**src/rtl/inst_fetch_unit_pkg.sv**
```systemverilog
// Shared fetch-side types and MIPS opcode/funct constants.
// Also used by the decode controller.
package inst_fetch_unit_pkg;

  localparam logic [31:0] RESET_PC_DEF = 32'h0040_0000;

  localparam logic [5:0] OP_RTYPE = 6'h00;
  localparam logic [5:0] OP_J     = 6'h02;
  localparam logic [5:0] OP_JAL   = 6'h03;
  localparam logic [5:0] OP_BEQ   = 6'h04;
  localparam logic [5:0] OP_BNE   = 6'h05;
  localparam logic [5:0] OP_LW    = 6'h23;
  localparam logic [5:0] OP_SW    = 6'h2B;
  localparam logic [5:0] F_JR     = 6'h08;
  localparam logic [5:0] F_JALR   = 6'h09;
  localparam logic [5:0] F_ADD    = 6'h20;

  typedef enum logic [1:0] {
    S_IDLE,
    S_WAIT,
    S_DRAIN
  } fetch_state_e;

  typedef struct packed {
    logic [31:0] pc;
    logic [31:0] inst;
  } fetch_entry_t;

  function automatic logic [31:0] align_pc(input logic [31:0] a);
    return a & 32'hFFFF_FFFC;
  endfunction

endpackage

```
**src/rtl/inst_fetch_unit_fifo.sv**
```systemverilog
// Synchronous FIFO of fetched {pc, inst} entries.
// Registered head: a push becomes visible the cycle after.
module inst_fetch_unit_fifo
  import inst_fetch_unit_pkg::*;
#(
  parameter int DEPTH = 2,
  localparam int AW = $clog2(DEPTH)
) (
  input  logic         clk,
  input  logic         reset,
  input  logic         push,
  input  logic         pop,
  input  logic         flush,
  input  fetch_entry_t wdata,
  output fetch_entry_t rdata,
  output logic [AW:0]  count
);

  fetch_entry_t  mem_q [DEPTH];
  fetch_entry_t  mem_d [DEPTH];
  logic [AW-1:0] wr_q, wr_d;
  logic [AW-1:0] rd_q, rd_d;
  logic [AW:0]   cnt_q, cnt_d;

  always_comb begin
    mem_d = mem_q;
    wr_d  = wr_q;
    rd_d  = rd_q;
    cnt_d = cnt_q;
    if (flush) begin
      wr_d  = '0;
      rd_d  = '0;
      cnt_d = '0;
    end else begin
      if (push) begin
        mem_d[wr_q] = wdata;
        wr_d        = wr_q + AW'(1);
      end
      if (pop) begin
        rd_d = rd_q + AW'(1);
      end
      cnt_d = cnt_q + {{AW{1'b0}}, push}
                    - {{AW{1'b0}}, pop};
    end
  end

  always_ff @(posedge clk or posedge reset) begin
    if (reset) begin
      mem_q <= '{default: '0};
      wr_q  <= '0;
      rd_q  <= '0;
      cnt_q <= '0;
    end else begin
      mem_q <= mem_d;
      wr_q  <= wr_d;
      rd_q  <= rd_d;
      cnt_q <= cnt_d;
    end
  end

  assign rdata = mem_q[rd_q];
  assign count = cnt_q;

endmodule

```
**src/rtl/inst_fetch_unit.sv**
```systemverilog
// Instruction fetch: PC, imem req/ack FSM, fetch buffer,
// and decode-side valid/ready presentation.
module inst_fetch_unit
  import inst_fetch_unit_pkg::*;
#(
  parameter logic [31:0] RESET_PC   = RESET_PC_DEF,
  parameter int          FIFO_DEPTH = 2
) (
  input  logic        clk,
  input  logic        reset,
  output logic        imem_req,
  output logic [31:0] imem_addr,
  input  logic        imem_ack,
  input  logic [31:0] imem_rdata,
  input  logic        redirect_valid,
  input  logic [31:0] redirect_pc,
  output logic        id_valid,
  input  logic        id_ready,
  output logic [31:0] id_inst,
  output logic [5:0]  id_opcode,
  output logic [5:0]  id_funct,
  output logic [31:0] id_pc,
  output logic [31:0] id_pc_plus4
);

  localparam int AW = $clog2(FIFO_DEPTH);
  localparam logic [AW:0] CNT_MAX = (AW+1)'(FIFO_DEPTH);

  fetch_state_e state_q, state_d;
  logic [31:0]  pc_q, pc_d;
  logic [31:0]  addr_q, addr_d;
  logic         req_q, req_d;

  logic [AW:0]  count;
  logic [AW:0]  occ;
  fetch_entry_t head;
  fetch_entry_t wentry;
  logic         push, pop, flush, space;

  assign flush  = redirect_valid;
  assign id_valid = (count != '0);
  assign pop    = id_valid & id_ready & ~flush;
  assign push   = (state_q == S_WAIT) & imem_ack & ~flush;
  assign occ    = count - {{AW{1'b0}}, pop};
  // Only issue when a slot is guaranteed for the returning word.
  assign space  = flush | (occ < CNT_MAX);
  assign wentry = '{pc: addr_q, inst: imem_rdata};

  always_comb begin
    state_d = state_q;
    pc_d    = pc_q;
    addr_d  = addr_q;
    req_d   = req_q;
    if (push) pc_d = pc_q + 32'd4;
    if (flush) pc_d = align_pc(redirect_pc);
    case (state_q)
      S_IDLE: begin
        if (space) begin
          req_d   = 1'b1;
          addr_d  = pc_d;
          state_d = S_WAIT;
        end
      end
      S_WAIT: begin
        if (imem_ack) begin
          req_d   = 1'b0;
          state_d = S_IDLE;
        end else if (flush) begin
          state_d = S_DRAIN;
        end
      end
      S_DRAIN: begin
        if (imem_ack) begin
          req_d   = 1'b0;
          state_d = S_IDLE;
        end
      end
      default: begin
        req_d   = 1'b0;
        state_d = S_IDLE;
      end
    endcase
  end

  always_ff @(posedge clk or posedge reset) begin
    if (reset) begin
      state_q <= S_IDLE;
      pc_q    <= RESET_PC;
      addr_q  <= RESET_PC;
      req_q   <= 1'b0;
    end else begin
      state_q <= state_d;
      pc_q    <= pc_d;
      addr_q  <= addr_d;
      req_q   <= req_d;
    end
  end

  inst_fetch_unit_fifo #(
    .DEPTH(FIFO_DEPTH)
  ) u_fifo (
    .clk   (clk),
    .reset (reset),
    .push  (push),
    .pop   (pop),
    .flush (flush),
    .wdata (wentry),
    .rdata (head),
    .count (count)
  );

  assign imem_req    = req_q;
  assign imem_addr   = addr_q;
  assign id_inst     = head.inst;
  assign id_opcode   = head.inst[31:26];
  assign id_funct    = head.inst[5:0];
  assign id_pc       = head.pc;
  assign id_pc_plus4 = head.pc + 32'd4;

endmodule

```
**config.mk**
```make
export PLATFORM = sky130hd
export DESIGN_NAME = inst_fetch_unit
export DESIGN_NICKNAME = d
export VERILOG_FILES = /design/src/rtl/inst_fetch_unit_pkg.sv /design/src/rtl/inst_fetch_unit_fifo.sv /design/src/rtl/inst_fetch_unit.sv
export SDC_FILE = /design/constraint.sdc
export NUM_CORES = 1
export LEC_CHECK = 0
export BUFFER_PORTS_ARGS = -buffer_cell sky130_fd_sc_hd__buf_2
export CAP_MARGIN = 20
export CORE_ASPECT_RATIO = 0.9
export CORE_MARGIN = 2
export CORE_UTILIZATION = 55
export DETAILED_ROUTE_END_ITERATION = 7
export GPL_ROUTABILITY_DRIVEN = 1
export PLACE_DENSITY = 0.8
export REMOVE_ABC_BUFFERS = 1
export SYNTH_ARGS = -nofsm -noshare
export SYNTH_HDL_FRONTEND = slang
export SYNTH_HIERARCHICAL = 1
export SYNTH_SLANG_ARGS = --single-unit
```
**constraint.sdc**
```tcl
create_clock -name clk -period 4.6 [get_ports clk]
set_input_delay 0.46 -clock clk [delete_from_list [all_inputs] [get_ports clk]]
set_output_delay 0.46 -clock clk [all_outputs]
set_load 0.03 [all_outputs]
```
==> flow_summary.yaml, run 1 <==
status:
  status: "completed"
worst_hold_path:
  hp-class: "in -> async"
worst_setup_path:
  required_ps: 4140
  cp_num_buf_inv: 2
  critPathMaxFanout: 29
  critPathLaunchType: "flop"
  crit_path_top_delay_cell: "dfrtp_2"
  cp.arrival_ps: 3370
  crit_family: "simple AND/OR/NAND/NOR gates"
  critPathCaptureType: "output port"
  critPathKind: "reg -> out"
  path_cells: "mux2_2, nand4_1, nor4_2, buf_4, and4_1, nor3b_1, xor2_1, buf_2"
  slowest_delay_ps: 880
power:
  p_per_area_mw_per_mm2: 703
  p_switching_mw: 3.51
  combPwrFrac_pct: 47.4
  leakage_nw: 5.69
  pwr-share-seq_pct: 34.7
  vdd_drop_max_mv: 0.374
  power.share.clock_pct: 17.9
  intPower_mw: 4.67
  swShare_pct: 42.9
route:
  vias_per_cell: 5.47
  drt_iter0_markers: 258
  detail_route.wl_per_cell_um: 18.2
  ant_nets: 0
  drcViolationCount: 0
  drtPass1Iterations: 5
  wl_um: 22200
  dr_total_vias: 6684
finish:
  final_cells: 1221
  drive_above_1_share_pct: 48.8
  final_nets: 1044
  n_antenna_cell: 0
  area_delta_synth_final_pct: 15.8
floorplanning:
  design.core.area_mm2: 0.0178
  pin_count: 211
  die_w_um: 146
  die-area_mm2: 0.0194
  start_util_pct: 56.5
  die_h_um: 132
  fp-row-count: 46
grt:
  gr-total-overflow: 0
  grt_pass1_wl_um: 36000
  use_met1_pct: 32.3
  grt_pass1_vias: 6732
  grt_max_degree: 99
  use_met3_pct: 5.22
  grt.busiest_layer: "met2"
  grtUsageTotal_pct: 23.4
  grt_antenna_before_repair: 0
  met2_usage_pct: 38.2
placement:
  placedCellCount: 1189
  hpwl_um: 15200
  gp_congestion: 0.833
  portBuffers: 208
yosys:
  ys_seq_elements: 199
  synth_xor_area_share_pct: 4.93
  yosys_warnings: 6
  ys.flop_type: "dfrtp_1"
  synthAdderAreaFrac_pct: 0.872
  synth_top_family_by_area: "multiplexers"
  yosys.area.top_type: "dfrtp_1"
  synth_top_area_share_pct: 49.1
  synth-edff-count: 0
  synth_area_leaders: "dfrtp_1, mux2_2, mux2_4, xnor2_1, buf_12"
  muxShareOfSynthArea_pct: 26.5
  async_flop_share_pct: 100
  synth_compound_area_share_pct: 3.47
  synth_area_mm2: 0.0100
  yosysMostFrequentCell: "dfrtp_1"
  postSynthAreaPerCell_um2: 12.9
  ys_types: 51
  synthCells: 777
  ys_seq_area_share_pct: 49.6
  yosys.area_share.simple_pct: 9.61
  synth_commonest_cells: "dfrtp_1, mux2_2, mux2_4"
cts:
  clock-root-buffer: "clkbuf_16"
  ctsHoldBuffers: 0
  h-tree-depth: 4
  clk_pin_slew_ps: 70
  numCtsBuffers: 17
  clock-sinks: 199
  max-clock-path-buffers: 2
  cts_resized: 0
  clock_latency_ps: 430
  cts_setup_buffers: 0
  cts_tree: "done"
timing:
  finalSetupTns_ps: 0
  clock_skew_ps: 12.0
  hold-worst-slack_ps: 172
  rsz0062_at_grt: "false"
  finalCritPeriodShare_pct: 83.2
  drv_slew: 0
  setup_viol: 0
  max_freq_mhz: 261
  worst_pin_slew_ps: 928
  layout_min_cycle_time_ps: 3830
  slew_headroom_pct: 38.1
  hold_violations: 0
job:
  drv_cap: 0
==> path summary, 6_finish.rpt <==
kind,from,to,slack [ps],cells after the start
min reg2reg,u_fifo/mem_q[110],u_fifo/mem_q[110],500,1
min,reset,imem_addr[1],170,2
max in group asynchronous,reset,u_fifo/mem_q[111],3350,3
max,u_fifo/rd_q,id_pc_plus4[21],770,8
min in group clk,redirect_pc[16],pc_q[16],260,3
max reg2reg,state_q[1],imem_addr[21],1770,5
==> final cells by class <==
type                    instances  area (µm²)
inverters                      12        50.0
well taps                     240         300
clock buffers                  19         443
clock inverters                13         140
repair buffers                221        1150
flip-flops and latches        199        4980
multi-input cells             517        4570
fillers                      1374        6150
==> flip-flops by register name, indices dropped and copies added (netlist names) <==
name          cells
imem_req          1
u_fifo/wr_q       1
imem_addr        32
pc_q             32
u_fifo/mem_q    128
u_fifo/count      2
state_q           2
u_fifo/rd_q       1
==> stage by stage <==
| stage | utilization [%] | worst slack, ps | area [µm²] | total power, mW |
|---|---|---|---|---|
| after floorplan | - | 280 | 9580 | 5.66 |
| after global placement | 62.1 | 1310 | 11100 | 6.63 |
| after detailed placement | 62.1 | 1220 | 11100 | 6.73 |
| after CTS | 65.4 | 754 | 11600 | 8.23 |
| after global routing | 65.4 | 562 | 11600 | 8.62 |
| final | 65.4 | 771 | 11600 | 8.17 |
==> routing by layer <==
metal  vias up  share of wire (%)
li1       3120                  -
met1      3354                 46
met2       198                 48
met3        12                5.7
met4         0               0.73
met5         -                  0
==> power groups by stage <==
stage | combinational, mW | clock (mW) | sequential, mW
2_1_floorplan | 2.66 | 0 | 3.00
3_3_place_gp | 3.81 | 0 | 2.82
3_5_place_dp | 3.87 | 0 | 2.86
4_1_cts | 3.90 | 1.50 | 2.84
5_1_grt | 4.11 | 1.57 | 2.94
6_report | 3.87 | 1.47 | 2.84
==> cells in the final DEF (no fill, tap or decap), drive strengths merged, types with 2 or more instances in the layout <==
cell,synthesis,layout
nand3b,2,2
mux2,211,211
and2,2,2
dfstp,2,2
nand3,26,26
buf,39,221
and4,3,3
xnor2,32,32
o22a,2,2
nand2b,5,5
dfrtp,197,197
nor2,36,36
and3,21,21
mux2i,2,2
clkinvlp,0,3
nor4,11,11
nor2b,3,3
or2,2,2
nand2,34,34
or4,2,2
nand4,14,14
ha,7,7
xor2,22,22
a21oi,29,29
o31ai,6,6
or3,2,2
nor3,13,13
o21ai,21,21
inv,12,16
clkinv,0,5
clkbuf,10,19
nor3b,2,2
==> logic make-up after synthesis <==
logic type | after synthesis
buffers and inverters | 61
adder cells (fa/ha/maj) | 7
AO/OA/AOI/OAI | 62
flip-flops | 199
AND/OR/NAND/NOR | 180
XOR/XNOR | 55
multiplexers | 213
Power figures use the tool's default switching activity.
==> inputs of run 2 (changes only) <==
ABC_AREA = 1   (was unset)
CORE_UTILIZATION = 56   (was 55)
PLACE_DENSITY = 0.81   (was 0.8)
clock period = 3.55 ns   (was 4.6 ns; I/O delays follow)
==> flow_summary.yaml, run 2 <==
yosys:
  yosys.area.top_type: "dfrtp_1"
  ys.flop_type: "dfrtp_1"
  yosys_warnings: 6
  synthCells: 1170
  synth-edff-count: 0
  synth_area_leaders: "dfrtp_1, nand2_1, o21ai_2, mux2_2, inv_1"
  synth_area_mm2: 0.0106
  ys_seq_elements: 199
  synth_top_area_share_pct: 46.4
  ys_seq_area_share_pct: 46.9
  synth_commonest_cells: "nand2_1, dfrtp_1, inv_1"
  ys_types: 42
  async_flop_share_pct: 100
  yosysMostFrequentCell: "nand2_1"
  postSynthAreaPerCell_um2: 9.08
power:
  vdd_drop_max_mv: 0.756
  leakage_nw: 6.24
  combPwrFrac_pct: 48.0
  pwr-share-seq_pct: 34.3
  swShare_pct: 47.0
  power.share.clock_pct: 17.7
  intPower_mw: 5.50
  p_switching_mw: 4.89
  p_per_area_mw_per_mm2: 855
finish:
  largest_reg_flops: 128
  mostFrequentLayoutCells: "nand2_1, buf_2, dfrtp_1, inv_1, o21ai_2"
  final_nets: 1423
  mostFrequentLayoutCell: "nand2_1"
  area_delta_synth_final_pct: 14.3
  top_register: "u_fifo/mem_q"
  design_area_mm2: 0.0121
  n_antenna_cell: 0
  drive_above_1_share_pct: 34.0
placement:
  hpwl_um: 18200
  gp_congestion: 0.910
  portBuffers: 208
  dpl_cell_area_mm2: 0.0116
worst_setup_path:
  critPathCaptureType: "output port"
  crit_path_top_delay_cell: "dfrtp_2"
  critPathMaxFanout: 21
  cp.arrival_ps: 2970
  reg2reg_slack_ps: 1370
  required_ps: 3190
  slowest_delay_ps: 680
  critPathKind: "reg -> out"
  critPathLaunchType: "flop"
  path_cells: "buf_4, mux2_2, inv_1, nor3_1, nand3_2, nor2_2, nand2_1, xnor2_1, buf_2"
floorplanning:
  die_h_um: 135
  die-area_mm2: 0.0201
  pin_count: 211
  fp-row-count: 47
  die_w_um: 149
  design.core.area_mm2: 0.0185
  start_util_pct: 57.5
route:
  drt_iter0_markers: 560
  detail_route.wl_per_cell_um: 15.7
  drcViolationCount: 0
  drtPass1Iterations: 5
  vias_per_cell: 5.20
  wl_um: 25200
  dr_total_vias: 8336
  ant_nets: 0
worst_hold_path:
  hp-class: "in -> reg"
cts:
  clock-root-buffer: "clkbuf_16"
  clock-sinks: 199
  h-tree-depth: 4
  clk_pin_slew_ps: 70
  numCtsBuffers: 17
  cts_tree: "done"
  clock_latency_ps: 440
  max-clock-path-buffers: 2
status:
  status: "completed"
grt:
  gr-total-overflow: 0
  grt_pass1_vias: 7963
  grt_max_degree: 128
  grtUsageTotal_pct: 25.7
  grt_pass1_wl_um: 40700
  grt_antenna_before_repair: 0
timing:
  finalCritPeriodShare_pct: 93.6
  setup_viol: 0
  max_freq_mhz: 301
  drv_slew: 0
  hold_violations: 0
  worst_pin_slew_ps: 696
  rsz0062_at_grt: "false"
  layout_min_cycle_time_ps: 3320
  hold-worst-slack_ps: 137
  clock_skew_ps: 10.9
  slew_headroom_pct: 53.6
job:
  drv_cap: 0
[run 2: power groups by stage]
stage | clock network [mW] | registers [mW] | logic (mW)
global route | 1.96 | 3.66 | 5.39
global placement | 0 | 3.56 | 4.90
floorplan | 0 | 3.79 | 3.30
finish | 1.84 | 3.57 | 4.98
CTS | 1.87 | 3.56 | 5.02
detailed placement | 0 | 3.59 | 4.99
[run 2: final timing paths]
path	depth (start not counted)	endpoint	start
setup / recovery	9	id_pc_plus4[30]	u_fifo/rd_q
setup reg to reg	11	imem_addr[19]	state_q[1]
hold reg to reg	2	u_fifo/mem_q[121]	u_fifo/mem_q[121]
max in group asynchronous	4	u_fifo/mem_q[77]	reset
hold / removal	2	pc_q[19]	redirect_pc[19]
min in group asynchronous	3	imem_addr[0]	reset
[run 2: per-stage QoR]
stage | setup TNS, ps | power [mW] | util [%] | setup slack (ps) | std cells
floorplan | -48140 | 7.09 | - | -445 | 1107
finish | 0 | 10.4 | 65.8 | 226 | 1604
detailed placement | 0 | 8.59 | 62.6 | 665 | 1571
CTS | 0 | 10.5 | 65.6 | 121 | 1603
global placement | 0 | 8.46 | 62.6 | 677 | 1571
global route | 0 | 11.0 | 65.8 | 81.7 | 1604
[run 2: area by class of cell]
class,count,area (µm²)
inverter,123,464
multi-input combinational,785,4640
clock inverter,12,110
clock buffer,19,443
fill,1532,6320
sequential,199,4980
tap,245,307
timing repair buffer,221,1200
[run 2: logic make-up (layout without fill, tap and decap cells)]
family	after synthesis	after routing	synth area share, %
AOI/OAI and AO/OA	175	175	12.6
adders and majority gates	7	7	0.824
and+or+nand+nor	506	506	20.6
xor gates and xnor gates	33	33	2.72
DFF	199	199	46.9
buffers and inverters	186	375	9.59
muxes	64	64	6.78
[run 2: what timing repair did]
action	4_1_cts	5_1_grt
hold buffers	1	0
setup buffers	0	0
hold endpoints to repair	15	0
gates resized for setup	0	1
setup endpoints to repair	0	1
[run 2: critical path: cells and delay by family (launching register included)]
family                    cells  cell delay, ps
and+or+nand+nor               4             770
muxes                         1             280
xor gates and xnor gates      1             140
DFF                           1             680
buffers and inverters         3             670
[run 2: metal layers]
layer  vias up  global-route usage (%)  share of wire (%)  wire (µm)
met4         0                    6.93                1.8        442
li1       4120                       -                  -          -
met1      3938                    35.9                 46      11500
met3        35                    5.41                6.0       1510
met2       243                    41.0                 47      11700
met5         -                       0                  0          0
==> inputs of run 3 (changes only) <==
CORE_UTILIZATION = 52   (was 56)
CTS_BUF_LIST = sky130_fd_sc_hd__clkbuf_4   (was unset)
PLACE_DENSITY = 0.79   (was 0.81)
clock period = 3 ns   (was 3.55 ns; I/O delays follow)
==> flow_summary.yaml, run 3 (same netlist as run 2, synthesis figures left out) <==
grt:
  grt_pass1_wl_um: 43900
  grt_antenna_before_repair: 1
  gr-total-overflow: 0
  grt_max_degree: 78
  grtUsageTotal_pct: 25.6
  grt_pass1_vias: 8614
timing:
  finalCritPeriodShare_pct: 103
  clock_skew_ps: 21.5
  slew_headroom_pct: 54.4
  worst_pin_slew_ps: 684
  layout_setup_ws_ps: -103
  rsz0062_at_grt: "true"
  layout_min_cycle_time_ps: 3100
  drv_slew: 0
  max_freq_mhz: 322
  setup_viol: 9
  hold_violations: 0
  hold-worst-slack_ps: 30.8
floorplanning:
  design.core.area_mm2: 0.0200
  die_w_um: 155
  die-area_mm2: 0.0216
  pin_count: 211
  fp-row-count: 49
  die_h_um: 140
  start_util_pct: 53.2
power:
  power.share.clock_pct: 12.1
  vdd_drop_max_mv: 0.415
  intPower_mw: 6.32
  leakage_nw: 6.82
  swShare_pct: 48.6
  pwr-share-seq_pct: 34.3
  p_per_area_mw_per_mm2: 928
  total_power_mw: 12.3
  p_switching_mw: 5.99
  combPwrFrac_pct: 53.6
route:
  detail_route.wl_per_cell_um: 16.3
  vias_per_cell: 5.20
  drcViolationCount: 0
  ant_nets: 0
  drtPass1Iterations: 8
  dr_total_vias: 8918
  wl_um: 28000
  drt_iter0_markers: 902
placement:
  portBuffers: 208
  dp_slack_ps: 410
  hpwl_um: 18700
  placedCellCount: 1587
  gp_congestion: 0.908
worst_setup_path:
  path_cells: "buf_6, mux2_4, nand3_2, inv_1, nand2_4, nor2_4, nand4_1, nor2_1, xor2_1, buf_4"
  crit_path_top_delay_cell: "dfrtp_2"
  crit_start: "u_fifo/rd_q"
  critPathKind: "reg -> out"
  critPathMaxFanout: 6
  cp_num_buf_inv: 3
  cp.arrival_ps: 2800
  r2r_cells: 8
  crit_family: "simple AND/OR/NAND/NOR gates"
  reg2reg_slack_ps: 770
  critPathLaunchType: "flop"
  cp-endpoint: "id_pc_plus4[27]"
  regToRegStartpoint: "state_q[1]"
  required_ps: 2700
  worstReg2RegEnd: "u_fifo/mem_q[59]"
  cp_num_cells: 10
  slowest_delay_ps: 520
  critPathCaptureType: "output port"
cts:
  clock_latency_ps: 580
  clock-sinks: 199
  max-clock-path-buffers: 2
  clock-root-buffer: "clkbuf_4"
  h-tree-depth: 4
  cts_tree: "done"
  numCtsBuffers: 17
  clk_pin_slew_ps: 170
finish:
  drive_above_1_share_pct: 37.9
  mostFrequentLayoutCells: "nand2_1, dfrtp_1, buf_2, inv_1, o21ai_2"
  mostFrequentLayoutCell: "nand2_1"
  final_nets: 1522
  area_delta_synth_final_pct: 24.9
  final_cells: 1714
  final_core_util_pct: 66.4
  top_register: "u_fifo/mem_q"
  largest_reg_flops: 128
status:
  violations: "setup timing"
  status: "complete, but fails checks"
worst_hold_path:
  hp-class: "in -> reg"
  whs_path_depth: 4
job:
  drv_cap: 0
## run 3: cell count changes in the layout (fill, tap and decap cells not counted), moves of 11 or more
cell,before,now
mux2_2,64,38
buf_4,7,57
nand2_1,333,315
dlygate4sd3_1,1,56
mux2_4,0,26
nand2_2,1,12
clkbuf_16,17,0
clkbuf_4,0,18
buf_2,208,190
## run 3: how the worst min path moves through the flow
stage,end,from
global placement,u_fifo/mem_q[32],reset
finish,imem_addr[24],redirect_pc[24]
global route,pc_q[23],redirect_pc[23]
floorplan,u_fifo/count[0],redirect_valid
detailed placement,u_fifo/mem_q[32],reset
CTS,pc_q[23],redirect_pc[23]
## run 3: power by group through the flow
stage / registers, mW / clock network, mW / logic [mW]
finish: 4.22 / 1.49 / 6.60
global route: 4.32 / 1.65 / 7.06
CTS: 4.20 / 1.52 / 6.37
detailed placement: 4.24 / 0 / 5.92
global placement: 4.20 / 0 / 5.82
floorplan: 4.48 / 0 / 3.90
## run 3: worst register-to-register path: stages (launching register included)
cell     delay, ps
dfrtp_1        430
inv_1           90
ha_1           200
nand2_2        150
nor2_8         270
nand3_4        420
buf_12         360
nand2_1        170
o21ai_2         60
## run 3: cell type report
cell class,count,area (µm²)
Fill cell,1545,6720
Sequential cell,199,4980
Inverter,123,467
Tap cell,255,319
Clock buffer,17,128
Timing Repair Buffer,320,2190
Multi-Input combinational cell,785,5010
Antenna cell,1,2.50
Clock inverter,14,165
## run 3: what timing repair did
action | 4_1_cts | 5_1_grt
hold endpoints to repair | 204 | 1
resized for setup | 83 | 48
gates cloned | 2 | 0
buffers inserted | 25 | 13
endpoints found under the setup margin | 16 | 18
hold buffers | 55 | 1
pin swaps | 21 | 24
## run 3: per-stage QoR
stage,TNS (ps),cell area (µm²)
6_report,-472,13300
5_1_grt,-1930,13300
4_1_cts,-36.0,13000
3_5_place_dp,0,11600
3_3_place_gp,0,11600
2_1_floorplan,-154190,10100
## run 3: metal layers
| metal | global-route usage [%] | up-vias | part of all wire, % |
|---|---|---|---|
| li1 | - | 4316 | - |
| met1 | 34.4 | 4266 | 44 |
| met2 | 41.4 | 283 | 48 |
| met3 | 5.33 | 53 | 5.4 |
| met4 | 9.06 | 0 | 2.8 |
| met5 | 0 | - | 0 |
